==> src/rtl/gate_exerciser_pkg.sv <==
// rtl/gate_exerciser_pkg.sv - shared types, widths and golden function for the gate exerciser
package gate_exerciser_pkg;

  localparam int VEC_W = 3;
  localparam int ERR_W = 4;

  typedef enum logic [1:0] {
    ST_IDLE   = 2'd0,
    ST_SETTLE = 2'd1,
    ST_CHECK  = 2'd2,
    ST_DONE   = 2'd3
  } state_e;

  // Golden complex gate: vector is {B,C,A}, result is A&(B|C)
  function automatic logic exp(input logic [VEC_W-1:0] v);
    return v[0] & (v[1] | v[2]);
  endfunction

endpackage

==> src/rtl/gate_golden.sv <==
// rtl/gate_golden.sv - combinational reference model of both gate outputs
module gate_golden
  import gate_exerciser_pkg::*;
(
  input  logic [VEC_W-1:0] vec_i,
  output logic             abc_1_o,
  output logic             abc_2_o
);

  // Both gate outputs implement the same function
  assign abc_1_o = exp(vec_i);
  assign abc_2_o = exp(vec_i);

endmodule

==> src/rtl/gate_exerciser.sv <==
// rtl/gate_exerciser.sv - walks all gate input vectors and checks both outputs
module gate_exerciser
  import gate_exerciser_pkg::*;
#(
  parameter int SETTLE = 2,
  parameter int PASSES = 1
) (
  input  logic             clk,
  input  logic             rst,
  input  logic             start,
  output logic             A,
  output logic             C,
  output logic             B,
  input  logic             ABC_1,
  input  logic             ABC_2,
  output logic             busy,
  output logic             done,
  output logic             pass,
  output logic [ERR_W-1:0] err_count,
  output logic [VEC_W-1:0] fail_vec
);

  localparam logic [3:0]       SETTLE_LAST = 4'(SETTLE - 1);
  localparam logic [3:0]       PASS_LAST   = 4'(PASSES - 1);
  localparam logic [VEC_W-1:0] VEC_LAST    = '1;
  localparam logic [ERR_W-1:0] ERR_MAX     = '1;

  state_e           state_q;
  logic [VEC_W-1:0] v_q;
  logic [VEC_W-1:0] v_d;
  logic [3:0]       settle_cnt_q;
  logic [3:0]       pass_cnt_q;
  logic [ERR_W-1:0] err_q;
  logic [ERR_W-1:0] err_d;
  logic [VEC_W-1:0] fail_vec_q;
  logic             busy_q;
  logic             done_q;
  logic             pass_q;
  logic             exp_1;
  logic             exp_2;
  logic             mismatch;

  gate_golden u_golden (
    .vec_i   (v_q),
    .abc_1_o (exp_1),
    .abc_2_o (exp_2)
  );

  // Next vector and saturating error count, used only on the CHECK edge
  always_comb begin
    v_d      = v_q + 1'b1;
    mismatch = (ABC_1 != exp_1) || (ABC_2 != exp_2);
    err_d    = err_q;
    if (mismatch && (err_q != ERR_MAX)) begin
      err_d = err_q + 1'b1;
    end
  end

  // Run sequencer: accept start, settle, check each vector, report
  always_ff @(posedge clk or posedge rst) begin
    if (rst) begin
      state_q      <= ST_IDLE;
      v_q          <= '0;
      settle_cnt_q <= '0;
      pass_cnt_q   <= '0;
      err_q        <= '0;
      fail_vec_q   <= '0;
      busy_q       <= 1'b0;
      done_q       <= 1'b0;
      pass_q       <= 1'b0;
    end else begin
      case (state_q)
        ST_IDLE, ST_DONE: begin
          if (start) begin
            state_q      <= ST_SETTLE;
            v_q          <= '0;
            settle_cnt_q <= '0;
            pass_cnt_q   <= '0;
            err_q        <= '0;
            fail_vec_q   <= '0;
            busy_q       <= 1'b1;
            done_q       <= 1'b0;
            pass_q       <= 1'b0;
          end
        end
        ST_SETTLE: begin
          if (settle_cnt_q == SETTLE_LAST) begin
            settle_cnt_q <= '0;
            state_q      <= ST_CHECK;
          end else begin
            settle_cnt_q <= settle_cnt_q + 1'b1;
          end
        end
        ST_CHECK: begin
          err_q <= err_d;
          // err_q stays nonzero once set, so this captures only the first failure
          if (mismatch && (err_q == '0)) begin
            fail_vec_q <= v_q;
          end
          if (v_q == VEC_LAST) begin
            if (pass_cnt_q == PASS_LAST) begin
              state_q <= ST_DONE;
              busy_q  <= 1'b0;
              done_q  <= 1'b1;
              pass_q  <= (err_d == '0);
            end else begin
              v_q        <= '0;
              pass_cnt_q <= pass_cnt_q + 1'b1;
              state_q    <= ST_SETTLE;
            end
          end else begin
            v_q     <= v_d;
            state_q <= ST_SETTLE;
          end
        end
        default: state_q <= ST_IDLE;
      endcase
    end
  end

  assign A         = v_q[0];
  assign C         = v_q[1];
  assign B         = v_q[2];
  assign busy      = busy_q;
  assign done      = done_q;
  assign pass      = pass_q;
  assign err_count = err_q;
  assign fail_vec  = fail_vec_q;

endmodule
==> config.mk <==
export PLATFORM = sky130hd
export DESIGN_NAME = gate_exerciser
export DESIGN_NICKNAME = d
export VERILOG_FILES = /design/src/rtl/gate_exerciser_pkg.sv /design/src/rtl/gate_golden.sv /design/src/rtl/gate_exerciser.sv
export SDC_FILE = /design/constraint.sdc
export NUM_CORES = 1
export LEC_CHECK = 0
export CAP_MARGIN = 20
export CORE_ASPECT_RATIO = 0.9
export CORE_MARGIN = 2
export CORE_UTILIZATION = 42
export DETAILED_ROUTE_END_ITERATION = 16
export SLEW_MARGIN = 40
export SYNTH_ARGS = -nofsm -noshare
export SYNTH_HDL_FRONTEND = slang
export SYNTH_HIERARCHICAL = 1
export SYNTH_SLANG_ARGS = --single-unit
==> constraint.sdc <==
create_clock -name clk -period 2.1 [get_ports clk]
set_clock_uncertainty 0.05 [all_clocks]
set_input_delay 0.315 -clock clk [delete_from_list [all_inputs] [get_ports clk]]
set_output_delay 0.315 -clock clk [all_outputs]
set_load 0.03 [all_outputs]
# Word-level counts from Yosys, hierarchy flattened
# Index checks and enable logic that the tools add are counted.
dict set report op_classes {
  n_eq_ne 15
  n_bitwise 2
  n_addsub 4
  n_reduce_logical 17
  n_mux 30
}
# cell count
set ops {}
lappend ops {{$pmux W4 S2} 3}
lappend ops {{$mux W4} 5}
lappend ops {{$add A4 B1 Y4 const B} 3}
lappend ops {{$logic_not A4 Y1} 3}
lappend ops {{$mux W3} 4}
lappend ops {{$ne A2 B2 Y1 const B} 6}
lappend ops {{$pmux W3 S2} 2}
lappend ops {{$mux W1} 8}
lappend ops {{$mux W2} 4}
lappend ops {{$reduce_and A4 Y1} 2}
lappend ops {{$pmux W1 S2} 3}
lappend ops {{$pmux W2 S3} 1}
lappend ops {{$reduce_and A2 Y1} 3}
lappend ops {{$reduce_and A3 Y1} 2}
lappend ops {{$eq A2 B2 Y1 const B} 2}
lappend ops {{$eq A4 B1 Y1 const B} 1}
lappend ops {{$ne A4 B4 Y1 const B} 1}
lappend ops {{$reduce_bool A2 Y1} 2}
lappend ops {{$add A3 B1 Y3 const B} 1}
lappend ops {{$eq A3 B3 Y1 const B} 1}
lappend ops {{$ne A3 B3 Y1 const B} 1}
lappend ops {{$eq A2 B1 Y1 const B} 1}
lappend ops {{$logic_and A1 B1 Y1} 2}
lappend ops {{$logic_not A2 Y1} 1}
lappend ops {{5 further kinds} 6}
dict set report word_totals {
  out_inout_bits 13
  word_cells 77
  register_bits 23
  input_bits 5
}

# Logic depth before layout (Yosys ltp)
# Gate-level depths: netlist (run 1).
dict set report logic_depth {
  word_depth 10
  ltp_mapped 8
  depth_no_buf 6
}

# Hierarchy
# The synthesis (run 1) kept the hierarchy.
# mod seq_area_each_um2 cells_per_inst area_each_um2 instances
set by_module_without_submodules {}
lappend by_module_without_submodules {gate_exerciser 575.6 161 1510.2 1}
lappend by_module_without_submodules {gate_golden 0.0 2 15.0 1}

# Worst setup path before layout (run 1)
# OpenSTA, ideal clock, no wires.
dict set report synth_timing {
  path_kind {register to register}
  from {register v_q[2]}
  to {register pass_q, in the netlist pass}
  required_time_ns 1.928
  arrival_time_ns 1.917
  stages_incl_launch_ff 7
  setup_time_ns 0.122
  synth_period_minus_slack_ns 2.089
  setup_slack_ns 0.011
  n_path_buf 1
  cell_sequence {dfrtp_1 > o21a_1 > buf_4 > xnor2_2 > a32oi_2 > mux2_1 > a32o_1}
}
dict set report synth_between {
  elab_chain_cells 10
  elab_cells_between_ends 14
  cone_classes {4 x eq/ne; 4 x mux; 2 x bitwise; 4 x reduce/logical}
}
# item line_no
set synth_lines {}
lappend synth_lines {{start: declaration} gate_exerciser.sv:29} ;# logic [VEC_W-1:0] v_q;
lappend synth_lines {{start signal: assignment} gate_exerciser.sv:112} ;# v_q <= v_d;
lappend synth_lines {{$or A1 B1 Y1 *} gate_exerciser_pkg.sv:16} ;# return v[0] & (v[1] | v[2]);
lappend synth_lines {{$and A1 B1 Y1 *} gate_exerciser_pkg.sv:16}
lappend synth_lines {{named net exp_1} gate_exerciser.sv:39} ;# logic exp_1;
lappend synth_lines {{$ne A1 B1 Y1} gate_exerciser.sv:52} ;# mismatch = (ABC_1 != exp_1) || (ABC_2 != exp_2);
lappend synth_lines {{$logic_or A1 B1 Y1 *} gate_exerciser.sv:52}
lappend synth_lines {{$logic_and A1 B1 Y1 *} gate_exerciser.sv:54} ;# if (mismatch && (err_q != ERR_MAX)) begin
lappend synth_lines {{$mux W4 *} gate_exerciser.sv:54}
lappend synth_lines {{$logic_not A4 Y1 *} gate_exerciser.sv:105} ;# pass_q <= (err_d == '0);
lappend synth_lines {{$mux W1 *} gate_exerciser.sv:101} ;# if (pass_cnt_q == PASS_LAST) begin
lappend synth_lines {{$mux W1 *} gate_exerciser.sv:100} ;# if (v_q == VEC_LAST) begin
lappend synth_lines {{$pmux W1 S2 *} gate_exerciser.sv:72} ;# case (state_q)
lappend synth_lines {{end signal: assignment} gate_exerciser.sv:105}
lappend synth_lines {{end: declaration} gate_exerciser.sv:38} ;# logic pass_q;
# The timed path passes the listed nets; every way through them passes the cells marked *. The select of a mux whose other input is x is not followed.
# A chain may end at the register's enable or synchronous reset.

# Final worst setup path (run 1)
dict set report layout_timing {
  from {register err_q[2], in the netlist err_count[2]}
  to {output port err_count[2]}
}
# item line_no
set layout_lines {}
lappend layout_lines {{start: declaration} gate_exerciser.sv:33} ;# logic [ERR_W-1:0] err_q;
lappend layout_lines {{start signal: assignment} gate_exerciser.sv:95} ;# err_q <= err_d;
lappend layout_lines {{end: declaration} gate_exerciser.sv:19} ;# output logic [ERR_W-1:0] err_count,
# No word-level cell between the ends.

==> impl_metrics.tcl, run 1 <==
set metrics [dict create \
    status "finished clean" \
    synthTopCellsByArea "dfrtp_1 (38%), ha_1 (9.0%), mux2i_1 (5.3%), inv_1 (3.7%), nand2_1 (3.7%)" \
    fin_nets 205 \
    gp_congestion 0.8263 \
    antenna_found_initial 0 \
    leakage_nw 0.7973 \
    path_cells "clkdlybuf4s50_1" \
    seq_area_frac_synth_pct 37.74 \
    wl_per_cell_um 14.90 \
    remaining_drc_errors 0 \
    cp.required_ns 1.74 \
    r2r_cells 5 \
    cts_tree "done" \
    grt_first_pass_wirelength_um 5830 \
    vias_per_cell 5.466 \
    synth_top_area_cell "dfrtp_1" \
    end_kind "output pin" \
    syn_inst 163 \
    drive_gt1_share_pct 11.70 \
    wirelength_um 3456 \
    drt_first_pass_iters 4 \
    grtUsageMet3_pct 4.388 \
    cpLargestDelayFamily "buffers and inverters" \
    track_usage_pct 19.16 \
    r2r_slack_ns 0.17 \
    clockRootBuffer "clkbuf_8" \
    crit_start "err_count[2]" \
    async_flop_share_pct 100.0 \
    netlist_top_cells_count "dfrtp_1 (23), inv_1 (15), nand2_1 (15)" \
    synth_top_area_share_pct 37.74 \
    dr.first_iter.drc_count 78 \
    ioPinCount 18 \
    cp_max_fo 9 \
    ctsResizeCount 0 \
    finalNonFillerCells 232 \
    area_growth_pct 20.84 \
    tightest_slew_ns 0.4385 \
    fp.dieW_um 67.52 \
    slowest_stage "clkdlybuf4s50_1" \
    start_kind "register" \
    die_area_um2 4130 \
    power_density_nw_per_um2 798.7 \
    cts_setup_buffers 0 \
    path_buf_inv 1 \
    fin_ws_ns 0.1705 \
    synth.most_common_cell "dfrtp_1" \
    ctsHoldBuffers 0 \
    final_area_um2 1843 \
    vias 1268 \
    cts_buffer_depth 2 \
    core_um2 3428 \
    clock_sinks 23 \
    grt_max_degree 19 \
    syn_area_um2 1525 \
    hp-class "input pin to asynchronous set/reset pin" \
    diodes 0 \
    relSlewSlack_pct 70.76 \
    finalSetupViolCount 0 \
    slew_violations 0 \
    fin_crit_ns 1.930 \
    crit_arrival_ns 1.56 \
    numPortBuffers 17 \
    placed_cell_area_um2 1798 \
    path_depth 1 \
    setup-tns-final_ns 0 \
    die_h_um 61.17 \
    hpwl_um 2619 \
    dp_slack_ns 0.06977 \
    synth_edf_count 0 \
    postRouteAntennaNets 0 \
    r2r-end "fail_vec[1]" \
    syn-num-nets 179 \
    cts_max_level 1 \
    slowest_delay_ns 0.75 \
    numPlacedInstances 228 \
    rows 20 \
    ys_ff_latch 23 \
    top_usage_layer "met2" \
    cp-endpoint "err_count[2]" \
    ys_warn_count 6 \
    start_util_pct 44.49 \
    final.period_utilization_pct 91.88 \
    peakVddDrop_mv 0.4480 \
    ys.flop_type "dfrtp_1" \
    whs_ns 0.2555 \
    met2_usage_pct 33.19 \
    clk_pin_slew_ns 0.09 \
    cts_made_buffers 3 \
    clock_latency_ns 0.27 \
    grt_util_met1_pct 23.80 \
    crit_type "register to output pin" \
    hold_viol 0 \
    fmaxAchievable_mhz 518.3 \
    ys_types 45 \
    reg2reg_from "v_q[1]" \
    grt-ovfl-total 0 \
    grt_pass1_vias 1242 \
    max-cap-violations 0 \
    rsz0062_at_grt "no" \
    avgSynthCellArea_um2 9.357 \
]
==> registers in the layout, summed over array words and instances (netlist names) <==
signal        cells
v_q               3
settle_cnt_q      4
err_count         4
done              1
pass_cnt_q        4
pass              1
state_q           2
fail_vec          3
busy              1
==> layout make-up <==
type                       instances  area, um^2
timing repair buffer              28       252.7
fill                             307        1585
tap                               44       55.05
sequential                        23       575.6
inverter                          15       56.30
clock buffer                       4       45.04
multi-input combinational        118       858.3
==> kinds of logic after synthesis <==
| family | after synthesis | synth area share (%) |
|---|---|---|
| AO/OA/AOI/OAI | 47 | 21.58 |
| adder cells (fa/ha/maj) | 11 | 9.024 |
| multiplexers | 10 | 6.727 |
| XOR/XNOR | 2 | 2.133 |
| flip-flops | 23 | 37.74 |
| buffers and inverters | 22 | 5.989 |
| AND/OR/NAND/NOR | 48 | 16.82 |
==> report_power, final <==
group          total [W]  internal (W)  switching [W]
logic           0.000587      0.000266       0.000320
clock network   0.000279      0.000136       0.000144
registers       0.000606      0.000504       0.000102
total            0.00147      0.000906       0.000566
==> metrics by stage <==
step,utilization (%),total power [W]
floorplan,-,0.0009824
global placement,52.45,0.001187
detailed placement,52.45,0.001203
CTS,53.76,0.001489
global route,53.76,0.001573
finish,53.76,0.001472
==> layout by cell type (no fill, tap or decap), drive strengths merged, types with 3 or more instances in the layout <==
cell / instances
dfrtp: 23
clkdlybuf4s50: 17
nand2: 15
inv: 15
o21ai: 13
ha: 11
buf: 11
a21oi: 9
mux2i: 8
nor2: 6
nand3: 4
clkbuf: 4
nor2b: 3
a31oi: 3
nand4: 3
o211ai: 3
a211oi: 3
nor3: 3
==> worst min path at each step <==
| stage | startpoint | endpoint | slack, ns |
|---|---|---|---|
| after floorplan | rst | busy | 0.27 |
| after global placement | done | done | 0.43 |
| after detailed placement | done | done | 0.44 |
| after CTS | rst | pass_cnt_q[0] | 0.28 |
| after global routing | rst | pass_cnt_q[0] | 0.31 |
| final | rst | pass_cnt_q[0] | 0.26 |
==> routing by layer <==
layer  vias to the layer above  routed length (um)
met1                       610                1583
met3                         4                  94
li1                        634                   -
met2                        20                1740
met5                         -                   0
met4                         0                  38
Power figures use the tool's default switching activity.
==> run 2: changes to the inputs <==
- CTS_CLUSTER_DIAMETER: default -> 80
- MAX_ROUTING_LAYER: default -> met4
==> run 2 against run 1 <==
Register-to-register slack barely moved. Count of clock-buffer cells in the layout unchanged. Clock power is essentially flat. Sequential share of layout area unchanged. Critical path depth unchanged. Largest power group unchanged.
==> impl_metrics.tcl, run 2 (synthesis gave the netlist of run 1 again) <==
set metrics [dict create \
    ioPinCount 18 \
    cts_max_level 1 \
    max-cap-violations 0 \
    postRouteAntennaNets 0 \
    fin_crit_ns 1.930 \
    finalSetupViolCount 0 \
    diodes 0 \
    ctsHoldBuffers 0 \
    remaining_drc_errors 0 \
    fmaxAchievable_mhz 518.2 \
    grt_pass1_vias 1245 \
    fp.dieW_um 67.52 \
    slew_violations 0 \
    wirelength_um 3449 \
    start_kind "register" \
    hpwl_um 2619 \
    clk_pin_slew_ns 0.09 \
    slowest_stage "clkdlybuf4s50_1" \
    clock_latency_ns 0.27 \
    clock_sinks 23 \
    track_usage_pct 19.73 \
    leakage_nw 0.7973 \
    vias 1263 \
    dr.first_iter.drc_count 67 \
    end_kind "output pin" \
    path_cells "clkdlybuf4s50_1" \
    grt_first_pass_wirelength_um 5809 \
    grt_max_degree 19 \
    r2r_slack_ns 0.17 \
    antenna_found_initial 0 \
    drive_gt1_share_pct 11.70 \
    rsz0062_at_grt "no" \
    hold_viol 0 \
    setup-tns-final_ns 0 \
    vias_per_cell 5.444 \
    path_depth 1 \
    tightest_slew_ns 0.4384 \
    grt-ovfl-total 0 \
    fin_nets 205 \
    die_h_um 61.17 \
    cts_made_buffers 3 \
    drt_first_pass_iters 4 \
    cp_max_fo 9 \
    cts_buffer_depth 2 \
    power_density_nw_per_um2 797.5 \
    gp_congestion 0.8389 \
    cpLargestDelayFamily "buffers and inverters" \
    cts_setup_buffers 0 \
    clockRootBuffer "clkbuf_8" \
    ctsResizeCount 0 \
    p_total_w 0.001470 \
    cts_tree "done" \
    status "finished clean" \
    rows 20 \
    relSlewSlack_pct 70.77 \
    final_cell_mix "dfrtp_1 (23), clkdlybuf4s50_1 (17), nand2_1 (15), inv_1 (15)" \
    path_buf_inv 1 \
    hp-class "input pin to asynchronous set/reset pin" \
    core_um2 3428 \
    mostFrequentLayoutCell "dfrtp_1" \
    cp.required_ns 1.74 \
    crit_arrival_ns 1.56 \
    numPortBuffers 17 \
    slowest_delay_ns 0.75 \
    area_growth_pct 20.84 \
    peakVddDrop_mv 0.4480 \
    start_util_pct 44.49 \
    wl_per_cell_um 14.87 \
    r2r_cells 5 \
    final.period_utilization_pct 91.90 \
    crit_type "register to output pin" \
    die_area_um2 4130 \
]
==> run 2: cell counts in the layout (fill, tap and decap cells not counted) <==
Identical to the previous run, type by type.
==> run 2: worst paths after layout <==
kind | from | end
worst max-delay path | err_count[2] | err_count[2]
worst min-delay path | rst | v_q[0]
worst max register to register | v_q[1] | fail_vec[1]
worst min register to register | done | done
max in group asynchronous | rst | err_count[0]
min in group clk | done | done
==> run 2: through the flow <==
step / worst slack (ns) / std cells / instance area [um^2] / hold WS [ns] / utilization [%]
finish: 0.1701 / 232 / 1843 / 0.2595 / 53.76
global route: 0.05625 / 232 / 1843 / 0.3110 / 53.76
CTS: 0.1511 / 232 / 1843 / 0.2774 / 53.76
detailed placement: 0.06977 / 228 / 1798 / 0.4352 / 52.45
global placement: 0.1878 / 228 / 1798 / 0.4338 / 52.45
floorplan: 0.01149 / 163 / 1525 / 0.2669 / -
==> run 2: report_power, final <==
| part | internal [W] | switching [W] |
|---|---|---|
| Combinational | 0.000266 | 0.000320 |
| Sequential | 0.000504 | 0.000102 |
| Clock | 0.000136 | 0.000141 |
==> run 2: layout make-up <==
type	count	area [um^2]
clock buffer	4	45.04
fill	307	1585
inverter	15	56.30
multi-input combinational	118	858.3
sequential	23	575.6
tap	44	55.05
timing repair buffer	28	252.7
==> run 2: routing by layer <==
metal  GRT usage, %  wire length, um  vias to the layer above
met4          6.122               38                        0
met2          33.19             1729                       18
li1               -                -                      632
met3          4.388              100                        4
met5              -                0                        -
met1          23.68             1580                      609
